**src/rtl/patgen_pwm.sv**
```systemverilog
// Multi-channel thermometer-pattern PWM generator with double-buffered per-channel selects.
// Optional feature macro: PATGEN_POLARITY_EN adds the POL input for per-channel output inversion.
module patgen_pwm #(
    parameter int CNT_W = 3,
    parameter int NCH   = 4,
    parameter int SEL_W = 3,
    localparam int CH_W = (NCH > 1) ? $clog2(NCH) : 1
) (
    input  logic             CLK,
    input  logic             CLEAR_N,
    input  logic             EN,
    input  logic             WR_VALID,
    output logic             WR_READY,
    input  logic [CH_W-1:0]  WR_CH,
    input  logic [SEL_W-1:0] WR_SEL,
`ifdef PATGEN_POLARITY_EN
    input  logic [NCH-1:0]   POL,
`endif
    output logic [CNT_W-1:0] PHASE,
    output logic             PERIOD_START,
    output logic [NCH-1:0]   O
);

    localparam logic [CNT_W-1:0] PH_MAX = {CNT_W{1'b1}};

    logic [CNT_W-1:0] phase_q, phase_d;
    logic             ps_q, ps_d;
    logic [NCH-1:0]   o_q, o_d;
    logic [SEL_W-1:0] active_q   [NCH];
    logic [SEL_W-1:0] active_d   [NCH];
    logic [SEL_W-1:0] pend_sel_q [NCH];
    logic [SEL_W-1:0] pend_sel_d [NCH];
    logic [NCH-1:0]   pend_vld_q, pend_vld_d;
    logic [NCH-1:0]   wr_hit;
    logic             wr_ready;
    logic             wrap;
    logic [NCH-1:0]   pol;

`ifdef PATGEN_POLARITY_EN
    assign pol = POL;
`else
    assign pol = '0;
`endif

    // Entry k sets its low (k+1)*2^(CNT_W-SEL_W) bits, so bit p is set iff p is below that length.
    function automatic logic [CNT_W:0] ones_len(input logic [SEL_W-1:0] k);
        return ((CNT_W+1)'(k) + (CNT_W+1)'(1)) << (CNT_W - SEL_W);
    endfunction

    // Channel numbers past NCH-1 match no channel: ready stays high and the write is dropped.
    always_comb begin
        wr_ready = 1'b1;
        wr_hit   = '0;
        for (int c = 0; c < NCH; c++) begin
            if (WR_CH == CH_W'(c)) begin
                wr_ready  = ~pend_vld_q[c];
                wr_hit[c] = WR_VALID & ~pend_vld_q[c];
            end
        end
    end

    assign wrap = EN && (phase_q == PH_MAX);

    always_comb begin
        phase_d    = phase_q;
        ps_d       = 1'b0;
        o_d        = o_q;
        active_d   = active_q;
        pend_sel_d = pend_sel_q;
        pend_vld_d = pend_vld_q;

        if (EN) begin
            phase_d = wrap ? '0 : phase_q + 1'b1;
            ps_d    = wrap;
            for (int c = 0; c < NCH; c++) begin
                if (wrap && pend_vld_q[c]) begin
                    active_d[c]   = pend_sel_q[c];
                    pend_vld_d[c] = 1'b0;
                end
            end
            for (int c = 0; c < NCH; c++) begin
                o_d[c] = ({1'b0, phase_d} < ones_len(active_d[c])) ^ pol[c];
            end
        end

        // A write only hits a channel with nothing pending, so it never races the transfer above.
        for (int c = 0; c < NCH; c++) begin
            if (wr_hit[c]) begin
                pend_sel_d[c] = WR_SEL;
                pend_vld_d[c] = 1'b1;
            end
        end
    end

    always_ff @(posedge CLK or negedge CLEAR_N) begin
        if (!CLEAR_N) begin
            phase_q    <= PH_MAX;
            ps_q       <= 1'b0;
            o_q        <= '0;
            active_q   <= '{default: '0};
            pend_sel_q <= '{default: '0};
            pend_vld_q <= '0;
        end else begin
            phase_q    <= phase_d;
            ps_q       <= ps_d;
            o_q        <= o_d;
            active_q   <= active_d;
            pend_sel_q <= pend_sel_d;
            pend_vld_q <= pend_vld_d;
        end
    end

    assign WR_READY     = wr_ready;
    assign PHASE        = phase_q;
    assign PERIOD_START = ps_q;
    assign O            = o_q;

endmodule

```
**config.mk**
```make
export PLATFORM = sky130hd
export DESIGN_NAME = patgen_pwm
export DESIGN_NICKNAME = d
export VERILOG_FILES = /design/src/rtl/patgen_pwm.sv
export SDC_FILE = /design/constraint.sdc
export NUM_CORES = 1
export LEC_CHECK = 0
export CORE_ASPECT_RATIO = 2
export CORE_MARGIN = 8
export CORE_UTILIZATION = 45
export DETAILED_ROUTE_END_ITERATION = 12
export HOLD_SLACK_MARGIN = 0.02
export PLACE_DENSITY = 0.78
export SLEW_MARGIN = 10
export SYNTH_ARGS = -nofsm -noshare
export SYNTH_HDL_FRONTEND = slang
export SYNTH_SLANG_ARGS = --single-unit
export TNS_END_PERCENT = 50
```
**constraint.sdc**
```tcl
create_clock -name CLK -period 2.35 [get_ports CLK]
set_input_delay 0.3525 -clock CLK [delete_from_list [all_inputs] [get_ports CLK]]
set_output_delay 0.3525 -clock CLK [all_outputs]
set_load 0.02 [all_outputs]
```
==> reports/metrics.yaml, run 1 <==
status: "finished, violations left"
failed_checks: "negative setup slack"
sequentialPowerShare_pct: 30.7
skew_ps: 10.16
finalPower_w: 0.003834
p_clk_share_pct: 12.4
dpl-instance-area_um2: 2414
grt_pass1_wl_um: 7079
intPower_w: 0.002421
rows: 34
yosys_warnings: 0
gp_congestion: 0.8069
synth_common_cells: "dfrtp_1, mux2_2, ha_1, inv_1, nand2_1"
synth_simple_gate_area_share_pct: 10.33
cts_made_buffers: 5
utilization_pct: 60.79
grt_setup_unrepaired: "yes"
dieHeight_um: 109.1
power_density_nw_per_um2: 1483
cp.required_ps: 2560
worst_slew_pin_slew_ps: 527.2
htree_levels: 2
setup_ws_ps: -107.2
leakage_nw: 1.210
synth_edf_count: 0
drtIter0Drc: 19
remaining_drc_errors: 0
grt_antenna_before_repair: 0
rrSetupSlack_ps: -110
crit_path_end_kind: "register"
finalMaxSlewViolations: 0
yosys.area.top_type: "dfrtp_1"
r2r-end: "O[0]"
cts_tree: "yes"
cap_violations: 0
start_util_pct: 45.82
path_clk_slew_ps: 70
finalWirelength_um: 4041
netlist.area_leader.share_pct: 42.36
post-dp-hpwl_um: 3029
io_buffers: 17
syn_inst: 153
cp-start-kind: "register"
core_area_um2: 4254
synth_compound_area_share_pct: 7.574
synthFlopType: "dfrtp_1"
cts_sinks: 36
clock_latency_ps: 280
layout-drive-gt1-share_pct: 43.20
p_sw_share_pct: 36.85
grt_overflow: 0
muxShareOfSynthArea_pct: 20.47
fillers: 340
synth.avg_cell_area_um2: 12.74
synth_cell_type_count: 33
syn_area_um2: 1949
seq_area_frac_synth_pct: 46.41
track_usage_pct: 12.87
nNetsFinal: 228
synthAdderAreaFrac_pct: 8.986
num_vias: 1341
final_cells: 260
synth_top_family_by_area: "multiplexers"
clockBufferDepth: 2
grt_pass1_vias: 1538
synthXorXnorAreaFrac_pct: 1.797
place_inst: 247
min_period_ps: 2457
p_comb_share_pct: 56.9
antenna_cells: 0
async_reset_ff_share_pct: 100.0
die_w_um: 62.54
path_class: "reg -> reg"
ys_ff_latch: 36
syn_nets: 176
setup_viol: 4
dieArea_um2: 6822
cts-root-buf: "clkbuf_8"
fin_area_um2: 2586
min_path_type: "in -> async"
pin_count: 18
grt_max_degree: 37
report.final.hold_viol_count: 0
crit_arrival_ps: 2670
area_delta_synth_final_pct: 32.67
drt_pass1_iterations: 4
ir_drop_v: 0.0008810
crit_fanout: 5
synth_area_leaders: "dfrtp_1, mux2_2, ha_1"
via_per_inst: 5.158
relSlewSlack_pct: 64.58
rr_startpoint: "PHASE[1]"
fmaxAchievable_ghz: 0.4070
reg2reg_depth: 11
drtAntennaViolNets: 0
wl_per_cell_um: 15.54
synth_most_common_cell: "dfrtp_1"
finalCritPeriodShare_pct: 104.6
p_sw_w: 0.001413
## what timing repair did
item,4_1_cts,5_1_grt
hold buffers,0,0
pin swaps,12,0
gates resized for setup,4,2
setup buffers,3,2
setup endpoints to repair,5,4
## cell type report
cell class	instances	area [um2]	area share [%]
multi-input cells	98	1052	40.69
clock buffers	8	100.1	3.870
repair buffers	48	401.6	15.53
inverters	16	60.06	2.322
well taps	54	67.56	2.612
flip-flops and latches	36	904.6	34.98
## power by group through the flow
stage / registers, W / clock network [W] / logic, W
after floorplan: 0.00120 / 0 / 0.00136
after global placement: 0.00117 / 0 / 0.00199
after detailed placement: 0.00119 / 0 / 0.00211
after CTS: 0.00118 / 0.000492 / 0.00219
after global routing: 0.00122 / 0.000511 / 0.00241
final: 0.00118 / 0.000475 / 0.00218
## layout by cell type (no fill, tap or decap), types with 3 or more instances in the layout
cell	instances
mux2i_1	4
nor3_1	3
dfrtp_1	33
nand3_4	4
ha_4	6
mux2_2	23
dfstp_2	3
clkdlybuf4s50_1	16
inv_1	13
a21o_1	3
nor2_1	5
clkbuf_8	7
ha_1	7
inv_2	3
nand2_1	8
buf_4	31
mux2i_2	3
## cells by family after synthesis
group,count (synthesis)
xor gates and xnor gates,4
AOI/OAI and AO/OA,18
and+or+nand+nor,28
adders and majority gates,14
muxes,34
buffers and inverters,19
DFF,36
## metrics by stage
| stage | worst slack [ps] | setup TNS [ps] | hold slack (ps) |
|---|---|---|---|
| final | -107.2 | -303.4 | 487.5 |
| after global routing | -206.8 | -756.2 | 535.1 |
| after CTS | -110.6 | -221.5 | 514.2 |
| after detailed placement | -238.9 | -717.8 | 496.7 |
| after global placement | -169.3 | -549.7 | 481.6 |
| after floorplan | -143.2 | -473.4 | 56.91 |
## critical path, cell delays in order (launching register included)
cell     delay [ps]
dfstp_2         560
ha_4            140
ha_4            170
buf_4           150
nand3_4          90
mux2_4          340
ha_4            260
inv_1            30
ha_1            250
o21a_1          170
o31a_1          100
o21ai_1         120
## how the worst max path moves through the flow
stage          startpoint    to  depth (start not counted)
2_1_floorplan    PHASE[0]  O[2]                         13
3_3_place_gp           EN  O[3]                         12
3_5_place_dp           EN  O[3]                         12
4_1_cts          PHASE[1]  O[3]                         12
5_1_grt          PHASE[1]  O[3]                         12
6_report         PHASE[1]  O[0]                         11
## metal layers
metal | up-vias | wire length (um) | track usage [%]
met3 | 11 | 158 | 3.292
met2 | 29 | 2080 | 23.31
met1 | 656 | 1672 | 13.17
li1 | 645 | - | -
met5 | - | 0 | 0
met4 | 0 | 129 | 7.225
## registers in the layout, summed over array words and instances (netlist names)
| register | count |
|---|---|
| O | 4 |
| PERIOD_START | 1 |
| PHASE | 3 |
| active_q | 12 |
| pend_sel_q | 12 |
| pend_vld_q | 4 |
Note: power is estimated with default switching activity, not from simulation.
==> run 2: changes to the inputs <==
--- a/config.mk
+++ b/config.mk
@@ -7,10 +7,10 @@
 export LEC_CHECK = 0
 export CORE_ASPECT_RATIO = 2
 export CORE_MARGIN = 8
-export CORE_UTILIZATION = 45
+export CORE_UTILIZATION = 51
 export DETAILED_ROUTE_END_ITERATION = 12
 export HOLD_SLACK_MARGIN = 0.02
-export PLACE_DENSITY = 0.78
+export PLACE_DENSITY = 0.86
 export SLEW_MARGIN = 10
 export SYNTH_ARGS = -nofsm -noshare
 export SYNTH_HDL_FRONTEND = slang
==> constraint.sdc (replaced) <==
create_clock -name CLK -period 2.35 [get_ports CLK]
set_input_delay 0.3525 -clock CLK [delete_from_list [all_inputs] [get_ports CLK]]
set_output_delay 0.3525 -clock CLK [all_outputs]
set_load 0.005 [all_outputs]
==> reports/metrics.yaml, run 2 (synthesis gave the netlist of run 1 again) <==
wl_per_cell_um: 15.98  # +2.8%
post-dp-hpwl_um: 3028  # about the same
grt_overflow: 0  # unchanged
worst_slew_pin_slew_ps: 584.4  # +57.18 ps
htree_levels: 2  # unchanged
cts_tree: "yes"
fmaxAchievable_ghz: 0.4002  # -1.7%
crit_fanout: 5  # unchanged
rr_startpoint: "PHASE[0]"
final_cells: 255  # -1.9%
cts_sinks: 36  # unchanged
grt_max_degree: 37  # unchanged
drt_pass1_iterations: 4  # unchanged
path_clk_slew_ps: 70  # about the same
grt_pass1_vias: 1532  # -0.39%
gp_congestion: 0.8028  # -0.51%
dpl-instance-area_um2: 2415  # about the same
cp-start-kind: "register"
fin_area_um2: 2587  # about the same
utilization_pct: 68.75  # +8.0 points
core_area_um2: 3764  # -12%
min_period_ps: 2499  # +41.85 ps
area_delta_synth_final_pct: 32.73  # about the same
endpoint: "O[1]"
pin_count: 18  # unchanged
cp_slowest_cell: "dfstp_2"
drtIter0Drc: 19  # unchanged
ir_drop_v: 0.0009799  # +11%
rrSetupSlack_ps: -150  # -40 ps
finalPower_w: 0.003807  # -0.71%
rows: 32  # -5.9%
finalWirelength_um: 4075  # +0.84%
layout-drive-gt1-share_pct: 42.65  # -0.56 points
die_w_um: 59.72  # -4.5%
grt_antenna_before_repair: 0  # unchanged
cts_made_buffers: 5  # unchanged
status: "finished, violations left"
reg2reg_depth: 11  # unchanged
fin_hold_ws_ps: 466.2  # -21.21 ps
skew_ps: 5.930  # -4.230 ps
crit_path_end_kind: "register"
path_class: "reg -> reg"
startpoint: "PHASE[0]"
dieHeight_um: 103.4  # -5.2%
setup_ws_ps: -149.0  # -41.85 ps
largestRegisters: "active_q x12, pend_sel_q x12"
setup_viol: 4  # unchanged
finalCritPeriodShare_pct: 106.3  # +1.8 points
via_per_inst: 5.310  # +2.9%
clockBufferDepth: 2  # unchanged
clock_latency_ps: 290  # about the same
remaining_drc_errors: 0  # unchanged
grt_most_used_layer: "met2"
report.final.hold_viol_count: 0  # unchanged
cts-root-buf: "clkbuf_8"
path_cells: "ha_4 -> ha_4 -> buf_4 -> nand3_4 -> mux2_4 -> ha_1 -> xnor2_2 -> ha_1 -> o21a_1 -> o31a_1 -> o21ai_1"
cpPeakStageDelay_ps: 560  # about the same
antenna_cells: 0  # unchanged
grt_setup_unrepaired: "yes"
met1_usage_pct: 15.38  # +2.2 points
relSlewSlack_pct: 60.74  # -3.8 points
dieArea_um2: 6176  # -9.5%
leakage_nw: 1.216  # +0.51%
cp.required_ps: 2520  # -40 ps
grt_pass1_wl_um: 6817  # -3.7%
power_density_nw_per_um2: 1471  # -0.76%
use_met2_pct: 25.75  # +2.4 points
num_vias: 1354  # +0.97%
io_buffers: 17  # unchanged
place_inst: 243  # -1.6%
failed_checks: "negative setup slack"
min_path_type: "in -> async"
gr-usage-met3_pct: 3.222  # -0.070 points
final_cell_mix: "dfrtp_1, buf_4, mux2_2, clkdlybuf4s50_1, inv_1"
start_util_pct: 51.80  # +6.0 points
crit_arrival_ps: 2670  # about the same
track_usage_pct: 14.61  # +1.7 points
r2r-end: "O[1]"
cap_violations: 0  # unchanged
postCtsHoldBufs: 0  # unchanged
nNetsFinal: 226  # -0.88%
drtAntennaViolNets: 0  # unchanged
final_common_cell: "dfrtp_1"
finalMaxSlewViolations: 0  # unchanged
-- run 2: how the worst min path moves through the flow --
stage | end | slack (ps) | start
after floorplan | O[0] | 60 | CLEAR_N
after global placement | active_q[9] | 490 | active_q[9]
after detailed placement | O[3] | 500 | O[3]
after CTS | O[0] | 480 | CLEAR_N
after global routing | O[0] | 530 | CLEAR_N
final | O[0] | 470 | CLEAR_N
-- run 2: power breakdown --
group          total [W]  switching [W]  internal (W)
clock           0.000449       0.000210      0.000239
combinational    0.00217       0.000932       0.00123
sequential       0.00119       0.000255      0.000938
-- run 2: metal layers --
| metal | part of all wire [%] | up-vias |
|---|---|---|
| li1 | - | 644 |
| met1 | 40 | 667 |
| met2 | 52 | 29 |
| met3 | 3.5 | 14 |
| met4 | 4.0 | 0 |
| met5 | 0 | - |
-- run 2: layout make-up --
| class | instances | area, um2 |
|---|---|---|
| fill | 273 | 1176 |
| multi-input combinational | 98 | 1066 |
| sequential | 36 | 904.6 |
| timing repair buffer | 46 | 402.9 |
| clock buffer | 8 | 90.09 |
| tap | 51 | 63.81 |
| inverter | 16 | 60.06 |
-- run 2: repair_timing --
item                                   4_1_cts  5_1_grt
pin swaps                                    9        2
buffers inserted                             1        3
setup endpoints to repair                    4        5
gates resized for setup                      2        8
endpoints found under the hold margin        0        0
-- run 2: critical path, delay by kind of cell (launching register included) --
kind | cells | cell delay [ps]
AOI/OAI and AO/OA | 3 | 330
xor gates and xnor gates | 1 | 140
adders and majority gates | 4 | 820
buffers and inverters | 1 | 140
DFF | 1 | 560
muxes | 1 | 320
and+or+nand+nor | 1 | 80
-- run 2: stage by stage --
step	setup TNS (ps)	worst slack, ps
after floorplan	-200.0	-77.02
after global placement	-486.7	-151.0
after detailed placement	-751.6	-234.2
after CTS	-357.6	-116.5
after global routing	-820.6	-238.2
final	-455.6	-149.0
==> run 3: changes to the inputs <==
--- a/config.mk
+++ b/config.mk
@@ -11,7 +11,6 @@
 export DETAILED_ROUTE_END_ITERATION = 12
 export HOLD_SLACK_MARGIN = 0.02
 export PLACE_DENSITY = 0.86
-export SLEW_MARGIN = 10
 export SYNTH_ARGS = -nofsm -noshare
 export SYNTH_HDL_FRONTEND = slang
 export SYNTH_SLANG_ARGS = --single-unit
==> results of run 3 <==
No change in the layout: final DEF, timing and power equal those of run 2.
